`config.mk`:
```
export PLATFORM = sky130hd
export DESIGN_NAME = uart_crc_transmitter
export DESIGN_NICKNAME = d
export VERILOG_FILES = /design/src/rtl/uart_crc_transmitter.sv
export SDC_FILE = /design/constraint.sdc
export NUM_CORES = 1
export LEC_CHECK = 0
export ABC_AREA = 1
export BUFFER_PORTS_ARGS = -buffer_cell sky130_fd_sc_hd__buf_2
export CAP_MARGIN = 30
export CORE_ASPECT_RATIO = 1.1
export CORE_MARGIN = 4
export CORE_UTILIZATION = 56
export DETAILED_ROUTE_END_ITERATION = 10
export PLACE_DENSITY_LB_ADDON = 0.3
export SLEW_MARGIN = 25
export SYNTH_ARGS = -nofsm -noshare
export SYNTH_HDL_FRONTEND = slang
export SYNTH_SLANG_ARGS = --single-unit
```
`constraint.sdc`:
```
create_clock -name clk -period 2.4 [get_ports clk]
set_input_delay 0.48 -clock clk [delete_from_list [all_inputs] [get_ports clk]]
set_output_delay 0.48 -clock clk [all_outputs]
set_load 0.05 [all_outputs]
```
`src/rtl/uart_crc_transmitter.sv`:
```
// Serial transmitter: queues 4-bit payloads in a small FIFO and sends each as an
// 8N1 UART frame carrying {nibble, crc4} with generator x^4+x+1.
module uart_crc_transmitter #(
   parameter int CLKS_PER_BIT = 434,
   parameter int DEPTH        = 4
) (
   input  logic                    clk,
   input  logic                    reset,
   input  logic [3:0]              nibble_in,
   input  logic                    nibble_valid,
   output logic                    nibble_ready,
   output logic                    TX,
   output logic                    busy,
   output logic [$clog2(DEPTH):0]  fifo_count
);

   localparam int AW = $clog2(DEPTH);
   localparam int CW = (CLKS_PER_BIT > 1) ? $clog2(CLKS_PER_BIT) : 1;

   typedef enum logic [1:0] {IDLE, START, DATA, STOP} state_t;

   state_t        state, state_n;
   logic [3:0]    mem [DEPTH];
   logic [AW-1:0] wr_ptr, rd_ptr;
   logic [AW:0]   count;
   logic [CW-1:0] baud_cnt, baud_d;
   logic [2:0]    bit_idx, bit_idx_d;
   logic [7:0]    frame;
   logic [3:0]    head;
   logic          tx_q, tx_d;
   logic          push, pop, baud_done;

   // x^4 * n mod (x^4+x+1), expanded into parity equations
   function automatic logic [3:0] crc4(input logic [3:0] n);
      return {n[3] ^ n[2], n[2] ^ n[1], n[3] ^ n[1] ^ n[0], n[3] ^ n[0]};
   endfunction

   assign head         = mem[rd_ptr];
   assign nibble_ready = (count < (AW+1)'(DEPTH));
   assign push         = nibble_valid && nibble_ready;
   assign pop          = (state == IDLE) && (count != '0);
   assign baud_done    = (baud_cnt == CW'(CLKS_PER_BIT - 1));

   assign TX         = tx_q;
   assign busy       = (state != IDLE);
   assign fifo_count = count;

   always_ff @(posedge clk) begin
      if (push) begin
         mem[wr_ptr] <= nibble_in;
      end
   end

   always_ff @(posedge clk) begin
      if (reset) begin
         wr_ptr <= '0;
         rd_ptr <= '0;
         count  <= '0;
      end else begin
         if (push) wr_ptr <= wr_ptr + 1'b1;
         if (pop)  rd_ptr <= rd_ptr + 1'b1;
         if (push && !pop) begin
            count <= count + 1'b1;
         end else if (!push && pop) begin
            count <= count - 1'b1;
         end
      end
   end

   always_ff @(posedge clk) begin
      if (reset) begin
         state <= IDLE;
      end else begin
         state <= state_n;
      end
   end

   always_comb begin
      state_n = state;
      case (state)
         IDLE:  if (count != '0)                   state_n = START;
         START: if (baud_done)                     state_n = DATA;
         DATA:  if (baud_done && bit_idx == 3'd7)  state_n = STOP;
         STOP:  if (baud_done)                     state_n = IDLE;
         default:                                  state_n = IDLE;
      endcase
   end

   // TX is computed from the next state so the line changes on the same edge as the state
   always_comb begin
      baud_d    = (state == IDLE || baud_done) ? '0 : baud_cnt + 1'b1;
      bit_idx_d = bit_idx;
      if (state == START) begin
         bit_idx_d = '0;
      end else if (state == DATA && baud_done) begin
         bit_idx_d = bit_idx + 1'b1;
      end
      case (state_n)
         START:   tx_d = 1'b0;
         DATA:    tx_d = frame[bit_idx_d];
         default: tx_d = 1'b1;
      endcase
   end

   always_ff @(posedge clk) begin
      if (reset) begin
         tx_q     <= 1'b1;
         baud_cnt <= '0;
         bit_idx  <= '0;
         frame    <= '0;
      end else begin
         tx_q     <= tx_d;
         baud_cnt <= baud_d;
         bit_idx  <= bit_idx_d;
         if (pop) frame <= {head, crc4(head)};
      end
   end

endmodule
```
After elaboration in Yosys (flattened, before gate mapping)
Memories as Yosys holds them, arrays and structs flattened. A register that Yosys moved wholly into a read port is not among the register bits. Cells that the tools add are included.

Flip-flop bits (word level): 30. Latch bits: 0. Bits in writable memories: 16. Memory bits (read-only): 0. Input bits: 7. Output and inout bits: 6. Memories: 1.

Memory list: mem (depth 4, bits a word 4, rd ports 1, clocked after memory_dff 1, wr ports 1, line 23) `logic [3:0] mem [DEPTH];`.

Add/sub/neg operators: 6. Multiply operators: 0. Div/mod/pow operators: 0. Magnitude comparators: 2. Equality and inequality tests: 7. Shifts and indexed selects: 0. Muxes and demuxes: 16. Bitwise logic cells: 5. Reduce and logical (&&, ||, !) cells: 14.

Operators by type and width (number): $mux 2 (6); $mux 3 (4); $add 9x1->9 const B (1); $eq 9x9->1 const B (1); $pmux 2 s4 (1); $add 3x1->3 const B (2); $eq 2x2->1 const B (3); $logic_and 1x1->1 (6); $xor 1x1->1 (5); $add 2x1->2 const B (2); $eq 2x1->1 const B (2); $lt 3x4->1 const B (1); $reduce_bool 2->1 (2); $bmux 1 s3 (1); $eq 3x3->1 const B (1); $lt 3x3->1 const B (1); $mux 1 (3); $reduce_bool 3->1 (1); $sub 3x1->3 const B (1); $logic_not 1->1 (2); $logic_not 2->1 (1); $pmux 1 s2 (1); $reduce_or 2->1 (1); $logic_or 1x1->1 (1).

Longest topological paths before layout
Gate-level depths: netlist of run 1.

Word-level depth: 7. Mapped depth: 15.

Least setup slack after synthesis of run 1
Ideal clock, no wire load.

Path type: flip-flop to flip-flop. Start: reg count[2], in the netlist fifo_count[2]. End: reg count[2], in the netlist fifo_count[2]. Library setup time: 142 ps. Data arrival time: 2224 ps. Data required time: 2258 ps. Path slack: 34 ps. Stages on the path, launching flop included: 11. Path buffers: 0. Clock period less this slack: 2366 ps. Cell sequence: dfxtp_1 > inv_1 > nand2_1 > inv_1 > ha_1 > inv_1 > fa_1 > a21oi_1 > o21ai_0 > o21ai_0 > a21oi_1.

Cells in the longest elaborated chain, start to end: 5. Elaborated cells between the ends (all ways): 13. Those cells by class: add/sub (2); order compare (1); mux (2); reduce/logical (8).

RTL lines: start: declaration (line 25) `logic [AW:0] count;`; start signal: assignment (line 63) `count <= count + 1'b1;`; start signal: assignment (line 65) `count <= count - 1'b1;`; $lt 3x3->1 * (line 39) `assign nibble_ready = (count < (AW+1)'(DEPTH));`; via nibble_ready (line 11) `output logic nibble_ready,`; $logic_and 1x1->1 * (line 40) `assign push = nibble_valid && nibble_ready;`; via push (line 31) `logic push, pop, baud_done;`; $logic_not 1->1 (line 64) `end else if (!push && pop) begin`; $logic_and 1x1->1 (line 64); $reduce_bool 2->1 (no source line).

The timed path passes the listed nets; every way through them passes the cells marked *. The select of a mux whose other input is x is not followed. A chain may end at the register's enable or synchronous reset.

Worst setup path after layout of run 1
Start: reg count[2], in the netlist fifo_count[2]. End: reg count[2], in the netlist fifo_count[2].

Cells in the longest elaborated chain, start to end: 5. Elaborated cells between the ends (all ways): 13. Those cells by class: add/sub (2); order compare (1); mux (2); reduce/logical (8).

RTL lines (line): $lt 3x3->1 * (39); $logic_and 1x1->1 * (40); via push (31); $logic_not 1->1 (64); $logic_and 1x1->1 (64); $reduce_bool 2->1 (no source line).

Marks and branches as above.

==> reports/qor.txt, run 1 <==
most frequent cells in the layout -> inv_1, nand2_1, dfxtp_1
I/O pin cnt -> 13
CTS H-tree depth -> 2
hold endpoint -> mem[0][0]
clock share of power -> 19.2%
sequential area share after synthesis -> 50.2%
cell area after synthesis -> 2230 sq um
n_diodes -> 0
PD cells -> 995 nW/um^2
largest net degree at the start of global routing -> 16
max-slew violation count -> 0
RSZ-0062 raised after global routing -> false
outcome -> finished clean
pin slew with the least headroom to its limit -> 444 ps
total negative slack -> 0 ps
initial antenna violation count -> 0
depth of the worst register-to-register path -> 10
Hold-fix buffers, CTS -> 0
sw frac -> 38.9%
CP Cell Sequence -> inv_1, nand2_1, inv_1, ha_1, inv_1, fa_1, a21oi_1, o21ai_0, o21ai_0, a21oi_1
CTS sink cnt -> 48
layout net count -> 286
crit path kind -> register to register
fmax -> 0.533 GHz
Max IR drop VDD -> 0.000565 V
Gate power share -> 35.1%
dominant cells by area after synthesis -> dfxtp_1, edfxtp_1, inv_1, nand2_1, ha_1
Inserted Clock Buffers -> 5
Min-Delay Path Class -> input port to register
Avg Synthesized Cell Area -> 8.86 sq um
Relative slew margins -> 70.2%
Reg power frac -> 45.7%
WP buf/inv -> 3
Max Root-Sink Buffers -> 2
critical path capture point type -> register
Resized Gates After CTS -> 0
syn nets -> 269
Top delay family on crit path -> adder cells
Internal -> 1.48 mW
Fin. Hold Viols -> 0
DP HPWL -> 2.73 mm
element type at the critical path start -> register
Final ANT Viol Nets -> 0
Starting Density -> 59.7%
Setup violations, final -> 0
DR vias -> 1618
Post-CTS Setup Bufs -> 0
commonest non-fill, non-tap cell in the layout -> inv_1
Vias/cell -> 5.06
cell row count -> 23
Slowest-stage cell, CP -> fa_1
post-synthesis register bit count -> 48
dpl cells -> 312
Mapped Cells -> 252
first-pass GRT wire length -> 6.32 mm
DIE AREA -> 5060 sq um
reg-to-reg slack, setup -> 520 ps
placed cell area -> 2350 sq um
root buf cell -> clkbuf_8
Critical Path Max Stage Delay -> 370 ps
skew final -> 5.51 ps
Hold Path Origin -> nibble_in[0]
Tot GR Track Use -> 16.7%
aggregate global routing overflow -> 0
synth warn -> 0
vias in the first global route -> 1527
overall power -> 2.42 mW
Final GP Congestion -> 0.791
worst path required time -> 2590 ps
Die H -> 74.2 um
Fillers -> 319
Clock Latency Late Sink -> 300 ps
routed len/inst -> 11.5 um
CTS clk-pin slew, worst paths -> 90 ps
Synth area leader -> dfxtp_1
drt drc -> 0
Core Region -> 3740 sq um
Yosys cell types -> 34
Post-Layout Inst Area -> 2440 sq um
Layout area overhead -> 9.14%
Switching Power -> 944 uW
CP most frequent cell -> inv_1
Port Buffers -> 12
critical-path maximum fanout -> 9
crit path DAT -> 2070 ps
r2r startpoint -> fifo_count[2]
hold depth -> 1
Tmin final -> 1880 ps
DR pass1 iterations -> 4
Critical R2R Capture -> fifo_count[2]
Die W -> 68.2 um
initial DRC count -> 58
post-route insts no fill -> 320
WL final -> 3.70 mm
fin crit share -> 78.2%
max-cap violations -> 0
share of cells above drive strength 1 -> 13.7%
post-synth top area share -> 28.7%
TritonCTS clock tree -> built
Leak -> 1.03 nW
Yosys cell counts:
cell type,count
a211oi_1,2
a21oi_1,16
a31oi_1,3
and3_1,2
buf_2,2
clkbuf_1,1
dfxtp_1,32
edfxtp_1,16
fa_1,1
ha_1,9
inv_1,40
inv_2,2
nand2_1,36
nand2_2,4
nand2_4,2
nand3_1,17
nand3_4,1
nand3b_1,2
nand4_1,2
nand4_4,1
nor2_1,24
nor2_2,1
nor2_4,3
nor2_8,1
nor3_1,5
nor3b_1,2
o211a_1,1
o211ai_1,2
o21ai_0,15
o21bai_1,1
o22ai_1,2
o31ai_2,1
or2_2,1
xnor2_1,2
kinds of logic after synthesis:
logic type / synth area share, %
xor gates and xnor gates: 0.785
and+or+nand+nor: 24.3
DFF: 50.2
adders and majority gates: 5.94
AOI/OAI and AO/OA: 11.0
buffers and inverters: 7.68
stage by stage:
step                      hold slack (ps)  worst slack, ps  utilization [%]
after floorplan                       432             33.9                -
after global placement                454              484             62.8
after detailed placement              460              425             62.8
after CTS                             383              528             65.1
after global routing                  384              340             65.1
final                                 391              524             65.1
sequential cells by signal (all words and copies together) (netlist names), named ones only:
name / count
TX: 1
baud_cnt: 9
bit_idx: 3
fifo_count: 3
frame: 8
mem: 16
rd_ptr: 2
state: 2
wr_ptr: 2
worst reg2reg max path, stage by stage (launching register included):
cell and delay (ps):
dfxtp_1 340, inv_1 100, nand2_1 170, inv_1 110, ha_1 140, inv_1 70
fa_1 370, a21oi_1 140, o21ai_0 110, o21ai_0 170, a21oi_1 50
layer usage:
metal | track usage (%) | part of all wire [%]
met5 | 0 | 0
met3 | 4.53 | 2.8
met1 | 18.6 | 44
met4 | 6.62 | 1.7
met2 | 29.8 | 52
power groups by stage:
stage / sequential [mW] / combinational [mW] / clock, mW
6_report: 1.11 / 0.851 / 0.465
5_1_grt: 1.13 / 0.974 / 0.515
4_1_cts: 1.11 / 0.859 / 0.477
3_5_place_dp: 1.13 / 0.853 / 0
3_3_place_gp: 1.12 / 0.840 / 0
2_1_floorplan: 1.18 / 0.610 / 0
cell type report:
cell class | instances | area (sq um) | share of cell area, %
clock inverter | 3 | 18.8 | 0.770
multi-input combinational | 159 | 940 | 38.6
timing repair buffer | 13 | 67.6 | 2.77
sequential | 48 | 1120 | 46.0
inverter | 42 | 158 | 6.47
clock buffer | 5 | 68.8 | 2.82
tap | 50 | 62.6 | 2.57
how the worst max path moves through the flow:
stage,start,endpoint,cells past startpoint
2_1_floorplan,fifo_count[2],fifo_count[2],10
5_1_grt,fifo_count[0],fifo_count[2],8
3_3_place_gp,nibble_valid,fifo_count[2],10
3_5_place_dp,nibble_valid,fifo_count[2],10
4_1_cts,fifo_count[2],fifo_count[2],10
6_report,fifo_count[2],fifo_count[2],10
Power figures use the tool's default switching activity.
==> run 2, diff against run 1 <==
ABC_AREA = 0   (was 1)
clock period = 1.86 ns   (was 2.4 ns; I/O delays follow)
==> reports/qor.txt, run 2 <==
outcome -> finished clean
cell row count -> 24
Internal -> 2.27 mW
skew final -> 12.4 ps
Min-Delay Path Class -> input port to register
Starting Density -> 59.1%
sequential area share after synthesis -> 46.8%
clock share of power -> 21.1%
Setup violations, final -> 0
crit path DAT -> 2070 ps
Post-Layout Inst Area -> 2780 sq um
critical path capture point type -> register
Layout area overhead -> 16.1%
sw frac -> 34.5%
Post-synth top cells -> dfxtp_1, nor2_1, nand2_1
Hold-fix buffers, CTS -> 0
fin util -> 68.6%
syn nets -> 241
synth warn -> 0
WL final -> 4.53 mm
vias in the first global route -> 1738
Tmin final -> 1840 ps
Die H -> 76.6 um
RSZ-0062 raised after global routing -> true
Largest Register -> mem
Max Root-Sink Buffers -> 2
max-cap violations -> 0
I/O pin cnt -> 13
Final GP Congestion -> 0.829
Reg power frac -> 41.3%
overall power -> 3.47 mW
worst path required time -> 2080 ps
post-synth top area share -> 26.7%
first-pass GRT wire length -> 7.81 mm
crit path kind -> register to register
Die W -> 70.4 um
Avg Synthesized Cell Area -> 10.7 sq um
dominant cells by area after synthesis -> dfxtp_1, edfxtp_1, ha_1, nor2_1, mux4_2
DR vias -> 1698
Synth area leader -> dfxtp_1
Fillers -> 310
element type at the critical path start -> register
DR pass1 iterations -> 4
Final ANT Viol Nets -> 0
Port Buffers -> 12
most frequent cells in the layout -> dfxtp_1, nor2_1, nand2_1
Top FF cell, synth -> dfxtp_1
routed len/inst -> 14.9 um
critical-path maximum fanout -> 2
Clock Latency Late Sink -> 300 ps
Vias/cell -> 5.59
EDFF count, synth -> 16
total negative slack -> 0 ps
Mapped Cells -> 224
worst hold slack -> 288 ps
DP HPWL -> 3.31 mm
Max IR drop VDD -> 0.000641 V
setup ws final -> 17.6 ps
cell area after synthesis -> 2400 sq um
placed cell area -> 2620 sq um
root buf cell -> clkbuf_8
CTS sink cnt -> 48
dpl cells -> 295
CTS H-tree depth -> 2
post-synthesis register bit count -> 48
layout net count -> 268
Leak -> 1.08 nW
Top Registers -> mem x16, baud_cnt x9, frame x8
Relative slew margins -> 69.9%
Core Region -> 4050 sq um
share of cells above drive strength 1 -> 29.4%
pin slew with the least headroom to its limit -> 451 ps
Fin. Hold Viols -> 0
top-count cell post-synth -> dfxtp_1
Inserted Clock Buffers -> 5
Async S/R FF share, synth -> 0%
max FFs per register -> 16
DIE AREA -> 5390 sq um
TritonCTS clock tree -> built
aggregate global routing overflow -> 0
PD cells -> 1250 nW/um^2
Gate power share -> 37.6%
fmax -> 0.543 GHz
fin crit share -> 99.1%
initial antenna violation count -> 0
initial DRC count -> 100
Yosys cell types -> 53
drt drc -> 0
max-slew violation count -> 0
Tot GR Track Use -> 18.0%
largest net degree at the start of global routing -> 25
CTS clk-pin slew, worst paths -> 80 ps
Switching Power -> 1.20 mW
pre-CTS WS -> -84.8 ps
post-route insts no fill -> 304
n_diodes -> 0
[run 2: final timing paths]
kind / cells past startpoint / end / slack [ps] / from
worst min-delay path: 1 / mem[1][2] / 290 / nibble_in[2]
worst min register to register: 1 / baud_cnt[0] / 460 / baud_cnt[0]
worst max-delay path: 9 / fifo_count[2] / 20 / fifo_count[0]
worst max register to register: 9 / fifo_count[2] / 20 / fifo_count[0]
[run 2: power groups by stage]
stage | Clock (mW) | Combinational (mW) | Sequential, mW
final | 0.732 | 1.30 | 1.43
after global routing | 0.797 | 1.46 | 1.46
after CTS | 0.751 | 1.29 | 1.43
after detailed placement | 0 | 1.26 | 1.45
after global placement | 0 | 1.23 | 1.44
after floorplan | 0 | 0.860 | 1.53
[run 2: timing repair]
action | 4_1_cts | 5_1_grt
pin swaps | 3 | 4
resized for setup | 3 | 11
setup buffers | 1 | 0
endpoints found under the setup margin | 2 | 3
[run 2: critical path, cell delays in order, from the launching register on]
cell	delay (ps)
dfxtp_4	360
nor3_4	190
nor3_2	80
clkinv_2	70
ha_4	120
inv_2	30
fa_2	330
xor2_1	170
or3_1	300
a21oi_1	120
[run 2: per-layer routing]
layer  vias up  part of all wire (%)  track usage (%)
met4         0                   1.9             6.51
met1       810                    41             20.5
li1        852                     -                -
met3        10                   2.9             3.96
met5         -                     0                0
met2        26                    54             32.6
[run 2: cell type report]
| type | instances | area (sq um) | area share [%] |
|---|---|---|---|
| Sequential cell | 48 | 1140 | 40.9 |
| Tap cell | 52 | 65.1 | 2.34 |
| Inverter | 12 | 46.3 | 1.66 |
| Timing Repair Buffer | 30 | 199 | 7.15 |
| Clock inverter | 2 | 35.0 | 1.26 |
| Clock buffer | 6 | 72.6 | 2.61 |
| Multi-Input combinational cell | 154 | 1230 | 44.1 |
[run 2: cells by family (layout without fill, tap and decap cells)]
| logic type | after synthesis | after routing | share of synthesized area [%] |
|---|---|---|---|
| flip-flops | 48 | 48 | 46.8 |
| AO/OA/AOI/OAI | 36 | 36 | 10.8 |
| adder cells (fa/ha/maj) | 11 | 11 | 6.01 |
| multiplexers | 8 | 8 | 5.54 |
| XOR/XNOR | 16 | 16 | 5.85 |
| buffers and inverters | 22 | 50 | 4.96 |
| AND/OR/NAND/NOR | 83 | 83 | 20.1 |
